--- config.mk ---
export PLATFORM = sky130hd
export DESIGN_NAME = axis_injection_arbiter
export DESIGN_NICKNAME = d
export VERILOG_FILES = /design/src/rtl/axis_injection_arbiter.sv
export SDC_FILE = /design/constraint.sdc
export NUM_CORES = 1
export LEC_CHECK = 0
export ABC_CLOCK_PERIOD_IN_PS = 2000
export CAP_MARGIN = 20
export CORE_AREA = 2 2 140 142
export CTS_BUF_LIST = sky130_fd_sc_hd__clkbuf_8
export CTS_CLUSTER_DIAMETER = 80
export DETAILED_ROUTE_END_ITERATION = 12
export DIE_AREA = 0 0 142 144
export SETUP_SLACK_MARGIN = 0.05
export SLEW_MARGIN = 10
export SYNTH_ARGS = -nofsm -noshare
export SYNTH_HDL_FRONTEND = slang
export SYNTH_SLANG_ARGS = --single-unit
export TNS_END_PERCENT = 100
--- constraint.sdc ---
create_clock -name clk -period 2 [get_ports clk]
set_input_delay 0.3 -clock clk [delete_from_list [all_inputs] [get_ports clk]]
set_output_delay 0.3 -clock clk [all_outputs]
set_load 0.05 [all_outputs]
--- src/rtl/axis_injection_arbiter.sv ---
// rtl/axis_injection_arbiter.sv - packet-granular round-robin AXIS injection arbiter
module axis_injection_arbiter #(
    parameter int NUM_REQ     = 4,
    parameter int TDATA_WIDTH = 64,
    parameter int TID_WIDTH   = 2,
    parameter int TDEST_WIDTH = 2,
    parameter int GRANT_WIDTH = $clog2(NUM_REQ)
) (
    input  logic                                  clk,
    input  logic                                  rst,
    input  logic [NUM_REQ-1:0]                    s_axis_tvalid,
    output logic [NUM_REQ-1:0]                    s_axis_tready,
    input  logic [NUM_REQ-1:0][TDATA_WIDTH-1:0]   s_axis_tdata,
    input  logic [NUM_REQ-1:0]                    s_axis_tlast,
    input  logic [NUM_REQ-1:0][TID_WIDTH-1:0]     s_axis_tid,
    input  logic [NUM_REQ-1:0][TDEST_WIDTH-1:0]   s_axis_tdest,
    output logic                                  m_axis_tvalid,
    input  logic                                  m_axis_tready,
    output logic [TDATA_WIDTH-1:0]                m_axis_tdata,
    output logic                                  m_axis_tlast,
    output logic [TID_WIDTH-1:0]                  m_axis_tid,
    output logic [TDEST_WIDTH-1:0]                m_axis_tdest,
    output logic                                  grant_valid,
    output logic [GRANT_WIDTH-1:0]                grant_id
);

    typedef enum logic {
        IDLE   = 1'b0,
        LOCKED = 1'b1
    } state_t;

    state_t                 state;
    state_t                 state_nxt;
    logic [GRANT_WIDTH-1:0] grant_id_nxt;
    logic [GRANT_WIDTH-1:0] pick;
    logic                   any_valid;
    logic                   slave_ready;
    logic                   accept;
    logic                   out_full;

    // Round-robin search: first valid requester after the most recent grantee, with wrap.
    always_comb begin
        pick      = grant_id;
        any_valid = 1'b0;
        for (int i = 1; i <= NUM_REQ; i++) begin
            logic [GRANT_WIDTH-1:0] idx;
            idx = GRANT_WIDTH'((int'(grant_id) + i) % NUM_REQ);
            if (!any_valid && s_axis_tvalid[idx]) begin
                any_valid = 1'b1;
                pick      = idx;
            end
        end
    end

    // Next state, grantee ready and beat acceptance; the grant is frozen until tlast is taken.
    always_comb begin
        state_nxt     = state;
        grant_id_nxt  = grant_id;
        s_axis_tready = '0;
        accept        = 1'b0;
        slave_ready   = !out_full || m_axis_tready;
        case (state)
            IDLE: begin
                if (any_valid) begin
                    state_nxt    = LOCKED;
                    grant_id_nxt = pick;
                end
            end
            LOCKED: begin
                s_axis_tready[grant_id] = slave_ready;
                accept                  = s_axis_tvalid[grant_id] && slave_ready;
                if (accept && s_axis_tlast[grant_id]) begin
                    state_nxt = IDLE;
                end
            end
            default: state_nxt = IDLE;
        endcase
    end

    // State and grant registers; reset makes requester 0 the first in line.
    always_ff @(posedge clk or posedge rst) begin
        if (rst) begin
            state    <= IDLE;
            grant_id <= GRANT_WIDTH'(NUM_REQ - 1);
        end else begin
            state    <= state_nxt;
            grant_id <= grant_id_nxt;
        end
    end

    // One-entry output register: load on accept, drain when the router takes the beat.
    always_ff @(posedge clk or posedge rst) begin
        if (rst) begin
            out_full     <= 1'b0;
            m_axis_tdata <= '0;
            m_axis_tlast <= 1'b0;
            m_axis_tid   <= '0;
            m_axis_tdest <= '0;
        end else if (accept) begin
            out_full     <= 1'b1;
            m_axis_tdata <= s_axis_tdata[grant_id];
            m_axis_tlast <= s_axis_tlast[grant_id];
            m_axis_tid   <= s_axis_tid[grant_id];
            m_axis_tdest <= s_axis_tdest[grant_id];
        end else if (out_full && m_axis_tready) begin
            out_full <= 1'b0;
        end
    end

    assign m_axis_tvalid = out_full;
    assign grant_valid   = (state == LOCKED);

endmodule

## Yosys cells after proc, flatten, opt, wreduce, memory -nomap -nowiden

Cells that the tools add are included.

| storage, ports and cells | value |
|---|---|
| register bits | 73 |
| bits in latches | 0 |
| bits in writable memories | 0 |
| ROM bits | 0 |
| output and inout port bits | 77 |
| memories | 0 |

| cells by class | value |
|---|---|
| add/sub/neg operators | 4 |
| multiply operators | 0 |
| divide/modulo/power cells | 0 |
| order comparisons | 6 |
| equality and inequality tests | 0 |
| shifts and indexed selects | 0 |
| multiplexer cells | 35 |
| bitwise logic cells | 2 |
| reduce and logical (&&, ||, !) cells | 15 |

Operator list:

| cell | count |
|---|---|
| binary-select mux 64 bit (select 2 bit) | 1 |
| 2-to-1 mux 64 bit | 1 |
| 2-to-1 mux 1 bit | 16 |
| less-than comparator 2 x 3 -> 1 bit (second input constant) | 5 |
| binary-select mux 1 bit (select 2 bit) | 6 |
| 2-to-1 mux 2 bit | 6 |
| binary-select mux 2 bit (select 2 bit) | 2 |
| logical AND 1 bit | 7 |
| adder 2 x 1 -> 2 bit (second input constant) | 2 |
| adder 2 bit (second input constant) | 2 |
| bitwise AND 4 bit | 1 |
| logical NOT 1 bit | 4 |
| 2-to-1 mux 4 bit | 1 |
| nonzero test 4 bit | 1 |
| AND reduction 3 bit | 1 |
| demux 1 bit (select 2 bit) | 1 |
| >= comparator 2 x 1 -> 1 bit (second input constant) | 1 |
| case mux 1 bit (2 select lines) | 1 |
| nonzero test 2 bit | 1 |
| logical OR 1 bit | 1 |
| inverter 1 bit | 1 |

## Logic depth before layout (Yosys ltp)

Gate-level depths: netlist of run 1.

| logic depth | value |
|---|---|
| depth after elaboration | 15 |
| depth in mapped cells | 9 |

## Worst setup path before layout of run 1

OpenSTA, ideal clock, no wires.

| path | value |
|---|---|
| path type | register -> register |
| from | reg grant_id[0] |
| to | reg grant_id[1] |
| arrival | 2.416 ns |
| data required time | 1.935 ns |
| path slack | -0.481 ns |
| cell stages (with the launch flop) | 10 |
| cell sequence | dfstp_2 -> buf_2 -> buf_6 -> buf_4 -> inv_1 -> ha_1 -> mux4_2 -> nor3_1 -> o21ai_0 -> nand3_1 |

| between the ends | value |
|---|---|
| cells in the longest elaborated chain, start to end | 14 |
| elaborated cells between the ends (all ways) | 28 |
| classes of those cells | add/sub: 4; mux: 16; reduce/logical: 8 |

RTL lines:

| item | line | text |
|---|---|---|
| start: declaration | 24 | `output logic [GRANT_WIDTH-1:0] grant_id` |
| start signal: assignment | 84 | `grant_id <= GRANT_WIDTH'(NUM_REQ - 1);` |
| start signal: assignment | 87 | `grant_id <= grant_id_nxt;` |
| adder 2 x 1 -> 2 bit | 47 | `idx = GRANT_WIDTH'((int'(grant_id) + i) % NUM_REQ);` |
| binary-select mux 1 bit (select 2 bit) | 48 | `if (!any_valid && s_axis_tvalid[idx]) begin` |
| 2-to-1 mux 1 bit (not written as such) | 48 |  |
| 2-to-1 mux 1 bit | 48 |  |
| logical NOT 1 bit | 48 |  |
| logical AND 1 bit | 48 |  |
| 2-to-1 mux 1 bit | 48 |  |
| logical NOT 1 bit | 48 |  |
| logical AND 1 bit | 48 |  |
| 2-to-1 mux 1 bit | 48 |  |
| logical NOT 1 bit | 48 |  |
| logical AND 1 bit | 48 |  |
| nonzero test 4 bit (no line) / 2-to-1 mux 1 bit (equally long branches) | -- |  |
| AND reduction 3 bit (no line) | -- |  |

Parallel ways exist; a longest one is shown, timed or not. The select of a mux whose other input is x is not followed.
A chain may end at the register's enable or synchronous reset.

## Final worst setup path of run 1

| path | value |
|---|---|
| from | reg grant_id[1] |
| to | reg m_axis_tdata[46] |

| between the ends | value |
|---|---|
| cells in the longest elaborated chain, start to end | 4 |
| elaborated cells between the ends (all ways) | 6 |
| classes of those cells | mux: 5; reduce/logical: 1 |

RTL lines:

| item | line | text |
|---|---|---|
| binary-select mux 1 bit (select 2 bit) | 71 | `accept = s_axis_tvalid[grant_id] && slave_ready;` |
| 2-to-1 mux 1 bit (not written as such) | 71 |  |
| logical AND 1 bit | 71 |  |
| 2-to-1 mux 1 bit | 62 | `case (state)` |
| end signal: assignment | 101 | `m_axis_tdata <= s_axis_tdata[grant_id];` |
| end: declaration | 19 | `output logic [TDATA_WIDTH-1:0] m_axis_tdata,` |

Parallel ways exist; a longest one is shown, timed or not. The select of a mux whose other input is x is not followed.

==> metrics.txt, run 1 <==
status complete, but fails checks; failing checks setup timing; Cell Pwr Density 1610 nW/µm²; # port buffers 359; DRC Markers 0; routed len/inst 19.3 µm; core area 19100 µm²; initial antenna violation count 0; routed vias/inst 4.67; Avg Inst Size Synth 17.1 µm²; Initial Util 24.5%; Max Clock Freq 491 MHz; Clk pwr share 9.6%; ys flop type dfrtp_1; largest net degree at the start of global routing 74; Synth top area share 38.0%; CTS root buffer clkbuf_8; TritonCTS buffer count 9; crit-path max FO 29; GR Layer Usage met3 4.44%; die area 20400 µm²; Final Hold Fails 0; latest clock arrival within the worst-skew pair 0.36 ns; Worst EP arrival 2.27 ns; GRT busiest layer met2; worst path bufs/invs 1; sequential area share after synthesis 39.2%; CP top delay family multiplexers; Iteration-0 DRC Markers 59; Die X 142 µm; max_cap viols 0; power share of the combinational group 71.5%; DR vias 4154; clock slew at reported path FFs 0.07 ns; RePlAce Congestion 0.733; antenna-violating nets left 0; total power 14.8 mW; Yosys top cell by area dfrtp_1; Syn Nets 560; crit path launch type flop; CP Data Required Time 2.23 ns; min cycle time layout 2.04 ns; First-pass DRT Iterations 4; total net switching power 6.48 mW; Crit path largest cell delay 0.64 ns; final core occ 48.0%; Worst Tran Pin Value 0.554 ns; n_diodes 0; CTS tree done; Setup Crit Path Kind flop to flop; Rows 51; most common cell in the netlist mux4_2; M2 GR Usage 30.5%; Pint 8.28 mW; YS warnings 0; sequential share of power 18.9%; min setup slack post-route -0.0359 ns; period utilization 102%; Worst Clk Skew 0.00812 ns; Area Overhead vs Synth 96.2%; number of synthesized flops with an enable pin 0; mapped cell area 4670 µm²; pre-CTS WS -0.193 ns; CP cell instances mux4_2 > nand3_4 > buf_12 > mux2_2; post-synthesis cell type count 26; Crit-path slowest cell dfstp_4; Die Height 144 µm; max-slew violation count 0; leakage 3.49 nW; H-tree depth 3; final wirelength 17100 µm; Total GRT Usage 16.0%; Bufs on Longest Clock Path 2; FFs w/ async S/R, synth 100%; synthesized flop and latch total 73; met1 Resource Use GR 17.2%; sw frac 43.9%; Clock Sinks 73; DP Wirelength 13900 µm; total gr overflow 0; Slew Limit Headroom 63.0%; final setup fails 59; synth cell count leaders mux4_2 (73), dfrtp_1 (71), mux2_2 (68); I/O Pins 360; layout cells sized above 1 32.5%; Cells after Synth 273; vias in the first global route 4557; worst min-delay path class input port to async pin; first-pass GRT wire length 24800 µm; Synth area leaders dfrtp_1 (38%), mux4_2 (35%), mux2_2 (16%); unrepaired setup endpoints after global routing yes; fin nets 934; Crit. End Element flop; peak supply drop 0.000913 V
tightest hold or removal path, cell delays in order:
cell and delay (ns):
clkdlybuf4s50_1 0.44, clkinvlp_4 0.10, buf_12 0.33
cell families after synthesis:
| kind of cell | count (synthesis) | share of synthesized area (%) |
|---|---|---|
| mux | 144 | 52.2 |
| fa+ha+maj | 4 | 1.07 |
| flops | 73 | 39.2 |
| simple gates | 16 | 2.12 |
| buf+inv | 29 | 4.45 |
| compound gates | 7 | 0.991 |
layer usage:
metal,up-vias,part of all wire [%]
met3,12,8.0
met2,205,55
met1,2068,36
li1,1869,-
met5,-,0
met4,0,1.3
path summary, 6_finish.rpt:
path / start / to / slack (ns) / cells after the start
max: grant_id[1] / m_axis_tdata[46] / -0.04 / 4
min: rst / m_axis_tdata[24] / 0.40 / 3
max reg2reg: grant_id[1] / m_axis_tdata[46] / -0.04 / 4
min reg2reg: m_axis_tlast / m_axis_tlast / 0.49 / 1
max in group asynchronous: rst / m_axis_tdata[48] / 1.28 / 3
min in group clk: m_axis_tlast / m_axis_tlast / 0.49 / 1
power groups by stage:
stage | sequential (mW) | clock [mW] | combinational, mW
2_1_floorplan | 5.36 | 0 | 4.30
3_3_place_gp | 2.85 | 0 | 9.95
3_5_place_dp | 2.88 | 0 | 10.1
4_1_cts | 2.80 | 1.47 | 10.5
5_1_grt | 2.90 | 1.52 | 11.1
6_report | 2.79 | 1.41 | 10.6
metrics by stage:
| step | instance area (µm²) | hold WS, ns | instances | setup TNS, ns |
|---|---|---|---|---|
| after floorplan | 4720 | 0.488 | 273 | -12.49 |
| after global placement | 8670 | 0.465 | 862 | -9.59 |
| after detailed placement | 8670 | 0.471 | 862 | -12.24 |
| after CTS | 9050 | 0.406 | 887 | -1.29 |
| after global routing | 9170 | 0.459 | 890 | -4.31 |
| final | 9170 | 0.401 | 890 | -0.804 |
cells in the final DEF (no fill, tap or decap), types with 2 or more instances in the layout:
cell type / netlist / final
clkinvlp_4: 0 / 2
and3_1: 4 / 2
bufinv_16: 0 / 3
mux4_2: 73 / 73
dfstp_4: 0 / 2
clkbuf_8: 0 / 10
nor3_2: 0 / 2
clkdlybuf4s50_1: 0 / 349
buf_6: 10 / 3
ha_1: 4 / 2
ha_4: 0 / 2
mux2i_1: 3 / 3
dfrtp_1: 71 / 71
buf_16: 0 / 2
mux2_2: 68 / 67
nand2_1: 2 / 2
buf_4: 6 / 18
buf_12: 0 / 13
inv_1: 4 / 2
state kept, by name, summed over array words and instances (netlist names):
| name | count |
|---|---|
| grant_id | 2 |
| grant_valid | 1 |
| m_axis_tdata | 64 |
| m_axis_tdest | 2 |
| m_axis_tid | 2 |
| m_axis_tlast | 1 |
| m_axis_tvalid | 1 |
cell type report:
| cell class | instances | area, µm² |
|---|---|---|
| clock buffer | 10 | 138 |
| clock inverter | 6 | 106 |
| fill | 1685 | 9910 |
| inverter | 4 | 28.8 |
| multi-input combinational | 171 | 2710 |
| sequential | 73 | 1840 |
| tap | 238 | 298 |
| timing repair buffer | 388 | 4050 |
timing repair:
item / CTS / global route
hold buffers: 0 / 0
gates resized for setup: 6 / 17
pin swaps: 0 / 3
cloned: 1 / 1
setup buffers: 8 / 2
setup endpoints to repair: 74 / 76
No activity file was read; power rests on OpenSTA's default activity.
==> inputs of run 2 (changes only) <==
--- a/config.mk
+++ b/config.mk
@@ -5,7 +5,7 @@
 export SDC_FILE = /design/constraint.sdc
 export NUM_CORES = 1
 export LEC_CHECK = 0
-export ABC_CLOCK_PERIOD_IN_PS = 2000
+export ABC_CLOCK_PERIOD_IN_PS = 2500
 export CAP_MARGIN = 20
 export CORE_AREA = 2 2 140 142
 export CTS_BUF_LIST = sky130_fd_sc_hd__clkbuf_8
==> constraint.sdc (replaced) <==
create_clock -name clk -period 2.5 [get_ports clk]
set_input_delay 0.375 -clock clk [delete_from_list [all_inputs] [get_ports clk]]
set_output_delay 0.375 -clock clk [all_outputs]
set_load 0.05 [all_outputs]
==> metrics.txt, run 2 (synthesis gave the netlist of run 1 again) <==
status complete, no violations; Setup Crit Path Kind flop to output pin; Largest Register m_axis_tdata; commonest non-fill, non-tap cell in the layout clkdlybuf4s50_1; min cycle time layout 2.30 ns; peak supply drop 0.000518 V; First-pass DRT Iterations 4; Die X 142 µm; antenna-violating nets left 0; Clock Sinks 73; multi-input gate area in the final layout 2640 µm²; max reg flops 64; latest clock arrival within the worst-skew pair 0.36 ns; CTS tree done; worst min-delay path class input port to async pin; max_cap viols 0; vias in the first global route 4375; Cell Pwr Density 1270 nW/µm²; H-tree depth 3; Area Overhead vs Synth 88.3%; WHS 0.416 ns; Slew Limit Headroom 52.1%; Die Height 144 µm; period utilization 92.1%; leakage 3.32 nW; Bufs on Longest Clock Path 2; CP Data Required Time 2.12 ns; unrepaired setup endpoints after global routing no; Total GRT Usage 15.0%; Worst Tran Pin Value 0.718 ns; final setup fails 0; routed len/inst 18.1 µm; worst path bufs/invs 2; clock slew at reported path FFs 0.08 ns; largest net degree at the start of global routing 42; crit path launch type flop; CTS root buffer clkbuf_8; die area 20400 µm²; max-slew violation count 0; Crit path largest cell delay 0.65 ns; DRC Markers 0; final wirelength 15800 µm; CP top delay family flip-flops; TritonCTS buffer count 9; first-pass GRT wire length 23200 µm; Max Clock Freq 434 MHz; Seq. cell area 1840 µm²; Rows 51; Iteration-0 DRC Markers 98; final setup TNS 0 ns; Worst Clk Skew 0.00824 ns; cts hold-fix bufs 0; routed vias/inst 4.63; crit-path max FO 37; RePlAce Congestion 0.810; Crit-path slowest cell dfstp_4; initial antenna violation count 1; Crit. End Element output pin; Final Hold Fails 0; Non-Filler Instances 870; DP Wirelength 13200 µm; core area 19100 µm²; # port buffers 359; CP cell instances clkbuf_8 > ha_1 > and3_1 > buf_4; most frequent cells in the layout clkdlybuf4s50_1 (353), mux4_2 (73), dfrtp_1 (71); layout cells sized above 1 27.7%; DR vias 4030; Placed Cells 853; total gr overflow 0; I/O Pins 360; Initial Util 24.5%; Worst EP arrival 1.93 ns; fin nets 913; Layout fillers 1695; final core occ 46.1%
## run 2: changes by cell type in the layout (fill, tap and decap cells not counted), moves of 3 or more
| cell | before | now |
|---|---|---|
| buf_6 | 3 | 0 |
| clkbuf_8 | 10 | 13 |
| buf_12 | 13 | 8 |
| clkdlybuf4s50_1 | 349 | 353 |
| buf_4 | 18 | 5 |
## run 2: path summary, 6_finish.rpt
| kind | start | end | slack, ns | cells past startpoint |
|---|---|---|---|---|
| max in group asynchronous | rst | m_axis_tdata[51] | 1.43 | 3 |
| min reg2reg | m_axis_tlast | m_axis_tlast | 0.50 | 1 |
| min in group clk | m_axis_tlast | m_axis_tlast | 0.50 | 1 |
| max reg2reg | grant_id[0] | grant_id[1] | 0.39 | 6 |
| max | grant_id[1] | s_axis_tready[2] | 0.20 | 4 |
| min | rst | m_axis_tdata[49] | 0.42 | 2 |
## run 2: repair_timing
| item | CTS | global route |
|---|---|---|
| resized for setup | 1 | 1 |
| buffers inserted | 0 | 0 |
| setup endpoints to repair | 2 | 1 |
## run 2: final cells by class
| class | instances | area share [%] |
|---|---|---|
| inverters | 4 | 0.185 |
| multi-input cells | 171 | 30.0 |
| repair buffers | 367 | 42.6 |
| clock buffers | 12 | 1.88 |
| flip-flops and latches | 73 | 20.9 |
| diodes | 1 | 0.0284 |
| clock inverters | 4 | 1.11 |
| well taps | 238 | 3.39 |
## run 2: stage by stage
stage | cell area [µm²] | total power [mW] | worst slack [ns]
after floorplan | 4670 | 7.65 | 0.0613
after global placement | 8520 | 9.97 | 0.237
after detailed placement | 8520 | 10.1 | 0.172
after CTS | 8790 | 11.4 | 0.141
after global routing | 8800 | 11.8 | 0.0609
final | 8800 | 11.2 | 0.198
## run 2: per-layer routing
metal | track usage, % | share of wire (%)
met2 | 28.6 | 55
met5 | 0 | 0
met1 | 15.0 | 33
met3 | 5.89 | 10
met4 | 4.58 | 1.5
## run 2: power breakdown
group / internal, mW / total, mW / switching, mW / leakage, nW
clock network: 0.745 / 1.20 / 0.459 / 0.129
registers: 1.85 / 2.21 / 0.368 / 0.852
logic: 3.59 / 7.74 / 4.15 / 2.34
total: 6.18 / 11.2 / 4.97 / 3.32
==> inputs of run 3 (changes only) <==
--- a/config.mk
+++ b/config.mk
@@ -6,7 +6,6 @@
 export NUM_CORES = 1
 export LEC_CHECK = 0
 export ABC_CLOCK_PERIOD_IN_PS = 2500
-export CAP_MARGIN = 20
 export CORE_AREA = 2 2 140 142
 export CTS_BUF_LIST = sky130_fd_sc_hd__clkbuf_8
 export CTS_CLUSTER_DIAMETER = 80
==> results of run 3 <==
Final layout, timing and power as in run 2 (identical DEF).
